### src/rtl/seven_segment_pkg.sv
// Shared types, constants and hex-to-segment decode for the seven-segment scheduler.
// Segment codes are active-low, bit7 = a ... bit1 = g, bit0 = h (decimal point).
package seven_segment_pkg;

    typedef logic [7:0] seg_t;

    localparam seg_t       SEG_OFF   = 8'hFF;
    localparam logic [7:0] DIGIT_OFF = 8'hFF;

    typedef enum logic {
        BLANK = 1'b0,
        SHOW  = 1'b1
    } state_t;

    // Dot bit is left high here; the decoder clears it when the dot is lit.
    function automatic seg_t hex_to_seg(input logic [3:0] nibble);
        seg_t seg;
        case (nibble)
            4'h0:    seg = 8'b0000_0011;
            4'h1:    seg = 8'b1001_1111;
            4'h2:    seg = 8'b0010_0101;
            4'h3:    seg = 8'b0000_1101;
            4'h4:    seg = 8'b1001_1001;
            4'h5:    seg = 8'b0100_1001;
            4'h6:    seg = 8'b0100_0001;
            4'h7:    seg = 8'b0001_1111;
            4'h8:    seg = 8'b0000_0001;
            4'h9:    seg = 8'b0000_1001;
            4'hA:    seg = 8'b0001_0001;
            4'hB:    seg = 8'b1100_0001;
            4'hC:    seg = 8'b0110_0011;
            4'hD:    seg = 8'b1000_0101;
            4'hE:    seg = 8'b0110_0001;
            default: seg = 8'b0111_0001;
        endcase
        return seg;
    endfunction

endpackage

### src/rtl/seven_segment_hex_decoder.sv
// Combinational nibble + dot to active-low abcdefgh segment pattern.
module seven_segment_hex_decoder
    import seven_segment_pkg::*;
(
    input  logic [3:0] nibble,
    input  logic       dot,
    output seg_t       seg
);

    assign seg = hex_to_seg(nibble) & ~{7'b000_0000, dot};

endmodule

### src/rtl/seven_segment_scheduler.sv
// Time-multiplexed 8-digit common-anode display driver with per-slot blanking and a
// frame-boundary valid/ready update port. Optional PWM dimming: SEVEN_SEGMENT_SCHEDULER_BRIGHTNESS_EN.
module seven_segment_scheduler
    import seven_segment_pkg::*;
#(
    parameter int strobe_width = 16,
    parameter int blank_cycles = 4
) (
    input  logic        clk,
    input  logic        reset,
    input  logic [31:0] number,
    input  logic [7:0]  dots,
    input  logic [7:0]  digit_en,
    input  logic        update_valid,
    output logic        update_ready,
    input  logic [2:0]  brightness,
    output logic [7:0]  abcdefgh,
    output logic [7:0]  digit,
    output logic        frame_start
);

    localparam logic [strobe_width-1:0] SLOT_LAST   = '1;
    localparam logic [strobe_width-1:0] SLOT_ONE    = {{(strobe_width-1){1'b0}}, 1'b1};
    localparam logic [strobe_width-1:0] BLANK_LIMIT = blank_cycles[strobe_width-1:0];
    localparam state_t                  RESET_STATE = (blank_cycles > 0) ? BLANK : SHOW;

    logic [strobe_width-1:0] slot_cnt_reg, slot_cnt_next;
    logic [2:0]              index_reg, index_next;
    state_t                  state_reg, state_next;

    logic [31:0] shadow_number_reg;
    logic [7:0]  shadow_dots_reg;
    logic [7:0]  shadow_digit_en_reg;

    logic [7:0]  abcdefgh_reg, abcdefgh_next;
    logic [7:0]  digit_reg, digit_next;
    logic        frame_start_reg;

    logic        last_cycle;
    logic        transfer;
    logic        bright_ok;
    seg_t        dec_seg;
    logic [7:0]  digit_sel;

    assign slot_cnt_next = slot_cnt_reg + SLOT_ONE;
    assign index_next    = (slot_cnt_reg == SLOT_LAST) ? index_reg + 3'd1 : index_reg;
    assign last_cycle    = (index_reg == 3'd7) && (slot_cnt_reg == SLOT_LAST);
    assign transfer      = update_valid && last_cycle;

    // Ready is a pure decode of the counters so it never waits on valid.
    assign update_ready = last_cycle;

    always_ff @(posedge clk or negedge reset) begin
        if (!reset) begin
            slot_cnt_reg        <= '0;
            index_reg           <= 3'd0;
            shadow_number_reg   <= 32'd0;
            shadow_dots_reg     <= 8'd0;
            shadow_digit_en_reg <= 8'd0;
            abcdefgh_reg        <= SEG_OFF;
            digit_reg           <= DIGIT_OFF;
            frame_start_reg     <= 1'b0;
        end else begin
            slot_cnt_reg    <= slot_cnt_next;
            index_reg       <= index_next;
            abcdefgh_reg    <= abcdefgh_next;
            digit_reg       <= digit_next;
            frame_start_reg <= last_cycle;
            if (transfer) begin
                shadow_number_reg   <= number;
                shadow_dots_reg     <= dots;
                shadow_digit_en_reg <= digit_en;
            end
        end
    end

    always_ff @(posedge clk or negedge reset) begin
        if (!reset) begin
            state_reg <= RESET_STATE;
        end else begin
            state_reg <= state_next;
        end
    end

    // The state tracks the counters it is registered alongside.
    always_comb begin
        state_next = SHOW;
        if (slot_cnt_next < BLANK_LIMIT) begin
            state_next = BLANK;
        end
    end

    seven_segment_hex_decoder u_hex_decoder (
        .nibble (shadow_number_reg[4*index_reg +: 4]),
        .dot    (shadow_dots_reg[index_reg]),
        .seg    (dec_seg)
    );

    // Disabled digits still occupy their slot so every digit keeps the same duty cycle.
    for (genvar gi = 0; gi < 8; gi++) begin : g_digit_sel
        assign digit_sel[gi] = !((index_reg == 3'(gi)) && shadow_digit_en_reg[gi]);
    end

`ifdef SEVEN_SEGMENT_SCHEDULER_BRIGHTNESS_EN
    assign bright_ok = (slot_cnt_reg[strobe_width-1 -: 3] <= brightness);
`else
    logic unused_brightness;
    assign unused_brightness = ^brightness;
    assign bright_ok         = 1'b1;
`endif

    always_comb begin
        abcdefgh_next = SEG_OFF;
        digit_next    = DIGIT_OFF;
        if ((state_reg == SHOW) && bright_ok) begin
            abcdefgh_next = dec_seg;
            digit_next    = digit_sel;
        end
    end

    assign abcdefgh    = abcdefgh_reg;
    assign digit       = digit_reg;
    assign frame_start = frame_start_reg;

endmodule

### config.mk
export PLATFORM = sky130hd
export DESIGN_NAME = seven_segment_scheduler
export DESIGN_NICKNAME = d
export VERILOG_FILES = /design/src/rtl/seven_segment_pkg.sv /design/src/rtl/seven_segment_hex_decoder.sv /design/src/rtl/seven_segment_scheduler.sv
export SDC_FILE = /design/constraint.sdc
export NUM_CORES = 1
export LEC_CHECK = 0
export CAP_MARGIN = 15
export CORE_MARGIN = 1
export CORE_UTILIZATION = 46
export DETAILED_ROUTE_END_ITERATION = 16
export HOLD_SLACK_MARGIN = 0.15
export PLACE_DENSITY = 0.8
export SLEW_MARGIN = 20
export SYNTH_ARGS = -nofsm -noshare
export SYNTH_HDL_FRONTEND = slang
export SYNTH_SLANG_ARGS = --single-unit
### constraint.sdc
create_clock -name clk -period 5.4 [get_ports clk]
set_input_delay 1.08 -clock clk [delete_from_list [all_inputs] [get_ports clk]]
set_output_delay 1.08 -clock clk [all_outputs]
set_load 0.05 [all_outputs]
Word-level counts from Yosys, hierarchy flattened. Memories as Yosys holds them, arrays and structs flattened. Index checks and enable logic that the tools add are counted.

Bits in writable memories: 0. Word-level logic and storage cells: 49. Bits in latches: 0. Register bits: 85. Output and inout bits: 18. Input bits: 54. Bits in read-only memories: 112. Memories kept: 1.

Div/mod/pow operators: 0. Reductions and logical operators: 19. $mul: 0. Eq/ne operators: 8. Mux-type cells: 5. Bitwise operators: 2. Shift operators: 1. Order comparisons: 2. Add/subtract/negate cells: 2.

Memories: (no name shown) (depth 16, width 7, rd ports 1, clocked after memory_dff 0, wr ports 0, line seven_segment_pkg.sv:18) `case (nibble)`.

Operators by type and width (number): 32-bit by 6-bit variable part select with 4-bit output (1); 16-bit by 1-bit adder with 16-bit output (second input constant) (1); 16-bit == test (second input constant) (1); 16-bit by 3-bit < comparator with 1-bit output (second input constant) (1); 8-bit 2-to-1 mux (2); 3-bit == test (second input constant) (4); 1-bit logical AND (10); 8-bit bitwise AND (1); 1-bit zero test (8); 1-bit NOT with 8-bit output (1); 3-bit by 2-bit == test with 1-bit output (second input constant) (2); 3-bit by 4-bit < comparator with 1-bit output (second input constant) (1); 3-bit by 1-bit adder with 3-bit output (second input constant) (1); 1-bit binary-select mux with 3-bit select (1); 3-bit by 1-bit == test with 1-bit output (second input constant) (1); 3-bit zero test (1); 1-bit 2-to-1 mux (2).

Depth between registers and ports, before layout. Gate-level depths: netlist of the first run.

Depth after elaboration: 5. Gate-level depth with buffers: 9. Gate-level depth less buffers: 8.

Modules after synthesis. A second synthesis of the first run with hierarchy kept.

Cell total of the unflattened synthesis: 310. Area, all modules: 4115.2 um2.

Modules (own cells, without submodules): seven_segment_scheduler (cells each 277, instances 1, area an instance 3837.4 um2, seq. area each 2147.1 um2); seven_segment_hex_decoder (cells each 33, instances 1, area an instance 277.8 um2, seq. area each 0.0 um2).

Least setup slack after synthesis of the first run. No wires, ideal clock.

Path kind: reg2out. From: register slot_cnt_reg[0]. To: output update_ready. Stages on the path, launching flop included: 7. Slack: 2389 ps. Data required time: 4320 ps. Data arrival time: 1931 ps. Buffers on the path: 1. Path through: dfrtp_1 ha_1 and3_1 buf_4 and3_4 nand3_1 nor2_1.

Longest elaborated chain between the ends: 2.

Ends and longest elaborated chain: start, declared (line seven_segment_scheduler.sv:27) `logic [strobe_width-1:0] slot_cnt_reg, slot_cnt_next;`; start signal, assigned (line seven_segment_scheduler.sv:64) `slot_cnt_reg <= slot_cnt_next;`; 16-bit == test (line seven_segment_scheduler.sv:47) `assign last_cycle = (index_reg == 3'd7) && (slot_cnt_reg == SLOT_LAST);`; 1-bit logical AND (line seven_segment_scheduler.sv:47); end, declared (line seven_segment_scheduler.sv:15) `output logic update_ready,`.

No other way between the ends.

Worst setup path in the final report of the first run. Ends and elaborated chain as after synthesis.

==> out/summary.txt, run 1 <==
total grt overflow = 0
cts hold-fix bufs = 0
Max Cap Violations = 0
Final Cycle Share = 0.716
Worst-Skew Late Latency = 0.35 ns
RD Place Congestion = 0.804
number of global-route vias before repair = 2525
Fin Clk Skew = 0.0117 ns
most frequent cell after synthesis = dfrtp_1
Yosys top cell area share = 0.431
Slew headroom = 0.308
height of the die = 95.4 µm
outcome = completed
synth top area cells = dfrtp_1 43%, dfstp_2 10%, mux2_2 9.3%
total CTS buffers = 9
synth-to-layout area growth = 23.7%
Core Area = 8340 µm²
layout cell share with drive strength beyond 1 = 0.279
vias per cell = 5.33
Yosys cell types = 38
syn nets = 355
clock sink count = 85
antenna violations before repair = 0
total routed wirelength = 7.26 mm
Post-Synthesis Cell Area = 4010 µm²
Fmax achieved = 259 MHz
Max stage delay on crit path = 0.83 ns
vias after detailed routing = 2468
crit start category = flip-flop
# Post-CTS Setup Buffers = 0
Antenna diodes = 0
Static Leak = 0.00232 µW
clk buf depth = 2
io pins = 72
slew of the pin with the lowest slew margin = 1.04 ns
Slowest-stage cell, CP = clkdlybuf4s50_1
TNS Setup = 0 ns
IO Port Bufs = 68
final setup vio count = 0
CTS tree = yes
Gate Count Post-Synth = 288
pin count of the biggest net entering global routing = 86
worst path cell trace = ha_1 -> and3_1 -> and3_4 -> nand3_1 -> nor2_1 -> clkdlybuf4s50_1
Hold Violations, Final = 0
Seq/Total Area, Yosys = 0.535
full die area = 9100 µm²
worst hold-check path type = flip-flop to flip-flop
Tmin final = 3.86 ns
CP Data Arrival Time = 2.78 ns
1st-iter DRT viols = 58
final slew viol count = 0
nets = 420
post-DR wirelength/cell = 15.7 µm
FFs w/ async S/R, synth = 1.00
DIE WIDTH = 95.4 µm
RSZ-0062 raised after global routing = false
CTS root buf = clkbuf_8
flops & latches, synth = 85
hpwl dp = 5.11 mm
Synth area leader = dfrtp_1
Initial Util = 0.481
Setup CP Type = flip-flop to output pin
Post-CTS Resized = 0
global-route wire length before repair = 12.1 mm
CP Max Fanout = 7
final antenna-violating net count = 0
Commonest cells post-synth = 69 x dfrtp_1, 33 x mux2_2, 20 x mux2_4, 16 x dfstp_2, 15 x nand2_1
Largest register FFs = 32
CP delay by family, top = simple AND/OR/NAND/NOR gates
Overall Global Routing Usage = 0.180
post-layout util = 0.595
Cell Rows = 33
H-Tree Depth = 3
crit end category = output pin
# DRC = 0
worst endpoint required time = 4.32 ns
EDFF count, synth = 0
Initial DRT Pass Iterations = 4
total power = 1140 µW
number of buffers and inverters on the critical path = 1
Pwr per Cell Area = 230 nW/µm²
Main synth FF type = dfrtp_1
yosys synthesis warning count = 0
Reg clk slew, reported paths = 0.08 ns
maximum vdd drop = 0.000144 V
Synth Area per Inst = 13.9 µm²
[worst paths after layout]
| kind | depth (start not counted) | slack [ns] | to | startpoint |
|---|---|---|---|---|
| setup reg to reg | 6 | 2.41 | shadow_number_reg[19] | slot_cnt_reg[0] |
| min in group asynchronous | 1 | 0.77 | shadow_number_reg[0] | reset |
| hold / removal | 1 | 0.45 | digit[7] | shadow_digit_en_reg[7] |
| max in group asynchronous | 1 | 4.15 | shadow_number_reg[15] | reset |
| setup / recovery | 6 | 1.54 | update_ready | slot_cnt_reg[0] |
| hold reg to reg | 1 | 0.45 | digit[7] | shadow_digit_en_reg[7] |
[layout by cell type (no fill, tap or decap), drive strengths merged]
master	instances
o21ai	4
xor2	8
a21oi	2
dfstp	16
clkbuf	11
ha	13
nor2	6
a31oi	2
and2	4
and3	6
nand4b	1
nor3	4
nand2	15
mux2i	5
inv	9
mux4	10
buf	2
a21o	1
o221ai	2
o211a	1
o311ai	2
nand4	9
mux2	53
nand3	12
a211oi	1
bufinv	1
and4	3
clkdlybuf4s50	67
clkinv	3
o2111ai	1
or4	1
xnor2	9
clkinvlp	1
dfrtp	69
o211ai	4
[final cells by class]
type	count	area, µm²
clock buffer	11	151
clock inverter	5	58.8
fill	677	3380
inverter	9	33.8
multi-input combinational	179	1750
sequential	85	2150
tap	105	131
timing repair buffer	69	689
[logic make-up (layout without fill, tap and decap cells)]
| kind of cell | after synthesis | after routing | share of synthesized area |
|---|---|---|---|
| fa+ha+maj | 13 | 13 | 0.0406 |
| xor+xnor | 17 | 17 | 0.0371 |
| buf+inv | 24 | 94 | 0.0318 |
| compound gates | 20 | 20 | 0.0353 |
| simple gates | 61 | 61 | 0.0827 |
| flops | 85 | 85 | 0.535 |
| mux | 68 | 68 | 0.237 |
[per-layer routing]
layer,GRT usage,vias up,routed length [µm]
met4,0.0522,0,96
met5,0,-,0
met1,0.219,1224,3130
met3,0.0526,8,354
met2,0.309,71,3680
li1,-,1165,-
[where the power goes]
| group | internal (µW) | total (µW) | switching, µW |
|---|---|---|---|
| Sequential | 637 | 637 | 0 |
| Combinational | 31.9 | 48.8 | 16.9 |
| Clock | 239 | 455 | 216 |
[per-stage QoR]
step	hold slack [ns]	instance area, µm²	setup slack, ns	std cells
2_1_floorplan	0.397	4010	2.39	288
4_1_cts	0.464	4950	1.51	463
3_5_place_dp	0.439	4740	1.91	447
3_3_place_gp	0.433	4740	1.95	447
6_report	0.452	4960	1.54	463
5_1_grt	0.491	4960	1.38	463
Power figures use the tool's default switching activity.
==> run 2: changes to the inputs <==
==> constraint.sdc (replaced) <==
create_clock -name clk -period 3.9 [get_ports clk]
set_input_delay 0.78 -clock clk [delete_from_list [all_inputs] [get_ports clk]]
set_output_delay 0.78 -clock clk [all_outputs]
set_load 0.05 [all_outputs]
==> run 2 against run 1 <==
Effect of this change:
- worst setup slack got worse by 1.2 ns
- combinational power is 40% higher
- clock power up 39%
- wire length increased by 3.8%
- utilization about the same
- power rose by 39%
- clock skew down 0.0032 ns
==> out/summary.txt, run 2 (synthesis results as in run 1) <==
cts hold-fix bufs = 0 (unchanged)
synth-to-layout area growth = 23.8% (was 23.7%)
crit start category = flip-flop (unchanged)
global-route wire length before repair = 12.4 mm (was 12.1 mm)
Pwr per Cell Area = 319 nW/µm² (was 230 nW/µm²)
slew of the pin with the lowest slew margin = 0.737 ns (was 1.04 ns)
CP Max Fanout = 7 (unchanged)
total routed wirelength = 7.54 mm (was 7.26 mm)
Clock power frac = 0.400 (was 0.399)
Initial DRT Pass Iterations = 4 (unchanged)
worst hold-check path type = flip-flop to flip-flop (unchanged)
routed length on met1 = 3.42 mm (was 3.13 mm)
sw power = 355 µW (was 233 µW)
Slowest-stage cell, CP = clkdlybuf4s50_1 (unchanged)
number of buffers and inverters on the critical path = 1 (unchanged)
1st-iter DRT viols = 64 (was 58)
Post-CTS Resized = 0 (unchanged)
CP Data Arrival Time = 2.78 ns (about the same)
full die area = 9100 µm² (unchanged)
vias after detailed routing = 2533 (was 2468)
Max stage delay on crit path = 0.82 ns (was 0.83 ns)
worst path cell trace = ha_1 -> and3_1 -> and3_4 -> nand3_1 -> nor2_1 -> clkdlybuf4s50_1 (unchanged)
part of the power in registers = 0.557 (was 0.558)
final antenna-violating net count = 0 (unchanged)
Overall Global Routing Usage = 0.184 (was 0.180)
switching share of power = 0.224 (was 0.205)
area taken by multi-input logic gates = 1750 µm² (unchanged)
H-Tree Depth = 3 (unchanged)
final slew viol count = 0 (unchanged)
antenna violations before repair = 0 (unchanged)
worst endpoint required time = 3.12 ns (was 4.32 ns)
commonest non-fill, non-tap cells in the layout = 69 x dfrtp_1, 67 x clkdlybuf4s50_1, 33 x mux2_2 (unchanged)
total CTS buffers = 9 (unchanged)
Worst-Skew Late Latency = 0.36 ns (was 0.35 ns)
Antenna diodes = 0 (unchanged)
Final Cycle Share = 0.912
# DRC = 0 (unchanged)
height of the die = 95.4 µm (unchanged)
share of power burned in combinational logic = 0.043 (about the same)
Largest register FFs = 32 (unchanged)
hpwl dp = 5.16 mm (was 5.11 mm)
crit end category = output pin (unchanged)
maximum vdd drop = 0.000142 V (was 0.000144 V)
Fin Clk Skew = 0.00848 ns (was 0.0117 ns)
io pins = 72 (unchanged)
metal2 WL = 3.65 mm (was 3.68 mm)
final setup vio count = 0 (unchanged)
layout cell share with drive strength beyond 1 = 0.283 (was 0.279)
number of global-route vias before repair = 2559 (was 2525)
IO Port Bufs = 68 (unchanged)
Reg clk slew, reported paths = 0.09 ns (was 0.08 ns)
Setup CP Type = flip-flop to output pin (unchanged)
commonest non-fill, non-tap cell in the layout = dfrtp_1 (unchanged)
Core Area = 8340 µm² (unchanged)
Slew headroom = 0.494 (was 0.308)
clock sink count = 85 (unchanged)
RSZ-0062 raised after global routing = false (unchanged)
CTS tree = yes (unchanged)
nets = 422 (was 420)
pin count of the biggest net entering global routing = 86 (unchanged)
internal power = 1230 µW (was 907 µW)
DIE WIDTH = 95.4 µm (unchanged)
Cell Rows = 33 (unchanged)
metal3 WL = 305 µm (was 354 µm)
post-layout util = 0.595 (about the same)
CTS root buf = clkbuf_8 (unchanged)
Layout fillers = 672 (was 677)
clk buf depth = 2 (unchanged)
Initial Util = 0.481 (unchanged)
Max Cap Violations = 0 (unchanged)
vias per cell = 5.45 (was 5.33)
Hold Violations, Final = 0 (unchanged)
max layer used = met4 (unchanged)
total grt overflow = 0 (unchanged)
Non-Filler Cell Area, Final = 4960 µm² (about the same)
Fmax achieved = 281 MHz
TNS Setup = 0 ns (unchanged)
Tmin final = 3.56 ns
CP delay by family, top = simple AND/OR/NAND/NOR gates (unchanged)
RD Place Congestion = 0.805 (was 0.804)
post-DR wirelength/cell = 16.2 µm (was 15.7 µm)
outcome = completed (unchanged)
Static Leak = 0.00232 µW (about the same)
# Post-CTS Setup Buffers = 0 (unchanged)
Reg area = 2150 µm² (unchanged)
placed instance area = 4760 µm² (was 4740 µm²)
## run 2: worst register-to-register path: stages (launching register included)
cell,delay [ns]
dfrtp_1,0.44
buf_4,0.27
mux4_2,0.53
mux2i_1,0.60
inv_1,0.18
ha_1,0.30
mux2_2,0.29
nor2_1,0.09
o21ai_0,0.12
## run 2: layout make-up
class                      count  share of cell area
sequential                    85               0.433
multi-input combinational    179               0.352
timing repair buffer          71               0.142
tap                          105              0.0265
clock buffer                  10              0.0257
clock inverter                 6              0.0144
inverter                       9             0.00681
## run 2: power by group through the flow
stage,clock network [µW],registers [µW],logic [µW]
global route,688,882,75.3
finish,632,881,68.4
global placement,0,898,69.3
detailed placement,0,898,70.0
CTS,645,881,70.0
floorplan,0,898,0.836
## run 2: path summary, 6_finish.rpt
path	from	endpoint	slack, ns	cells after the start
worst min-delay path	shadow_digit_en_reg[0]	digit[0]	0.46	1
worst min register to register	shadow_digit_en_reg[0]	digit[0]	0.46	1
worst max register to register	index_reg[1]	abcdefgh[4]	0.99	8
worst max-delay path	slot_cnt_reg[0]	update_ready	0.34	6
max in group asynchronous	reset	shadow_digit_en_reg[6]	2.95	1
min in group asynchronous	reset	slot_cnt_reg[10]	0.47	1
## run 2: metrics by stage
stage	instances	hold WS (ns)	power (µW)	setup slack, ns
floorplan	288	0.397	899	1.19
global placement	449	0.436	967	0.768
detailed placement	449	0.438	968	0.698
CTS	465	0.451	1600	0.313
global route	465	0.466	1650	0.176
finish	465	0.459	1580	0.343
## run 2: layer usage
| metal | global-route usage | vias up |
|---|---|---|
| met2 | 0.301 | 77 |
| met4 | 0.0970 | 0 |
| met3 | 0.0279 | 14 |
| met5 | 0 | - |
| met1 | 0.237 | 1273 |
| li1 | - | 1169 |
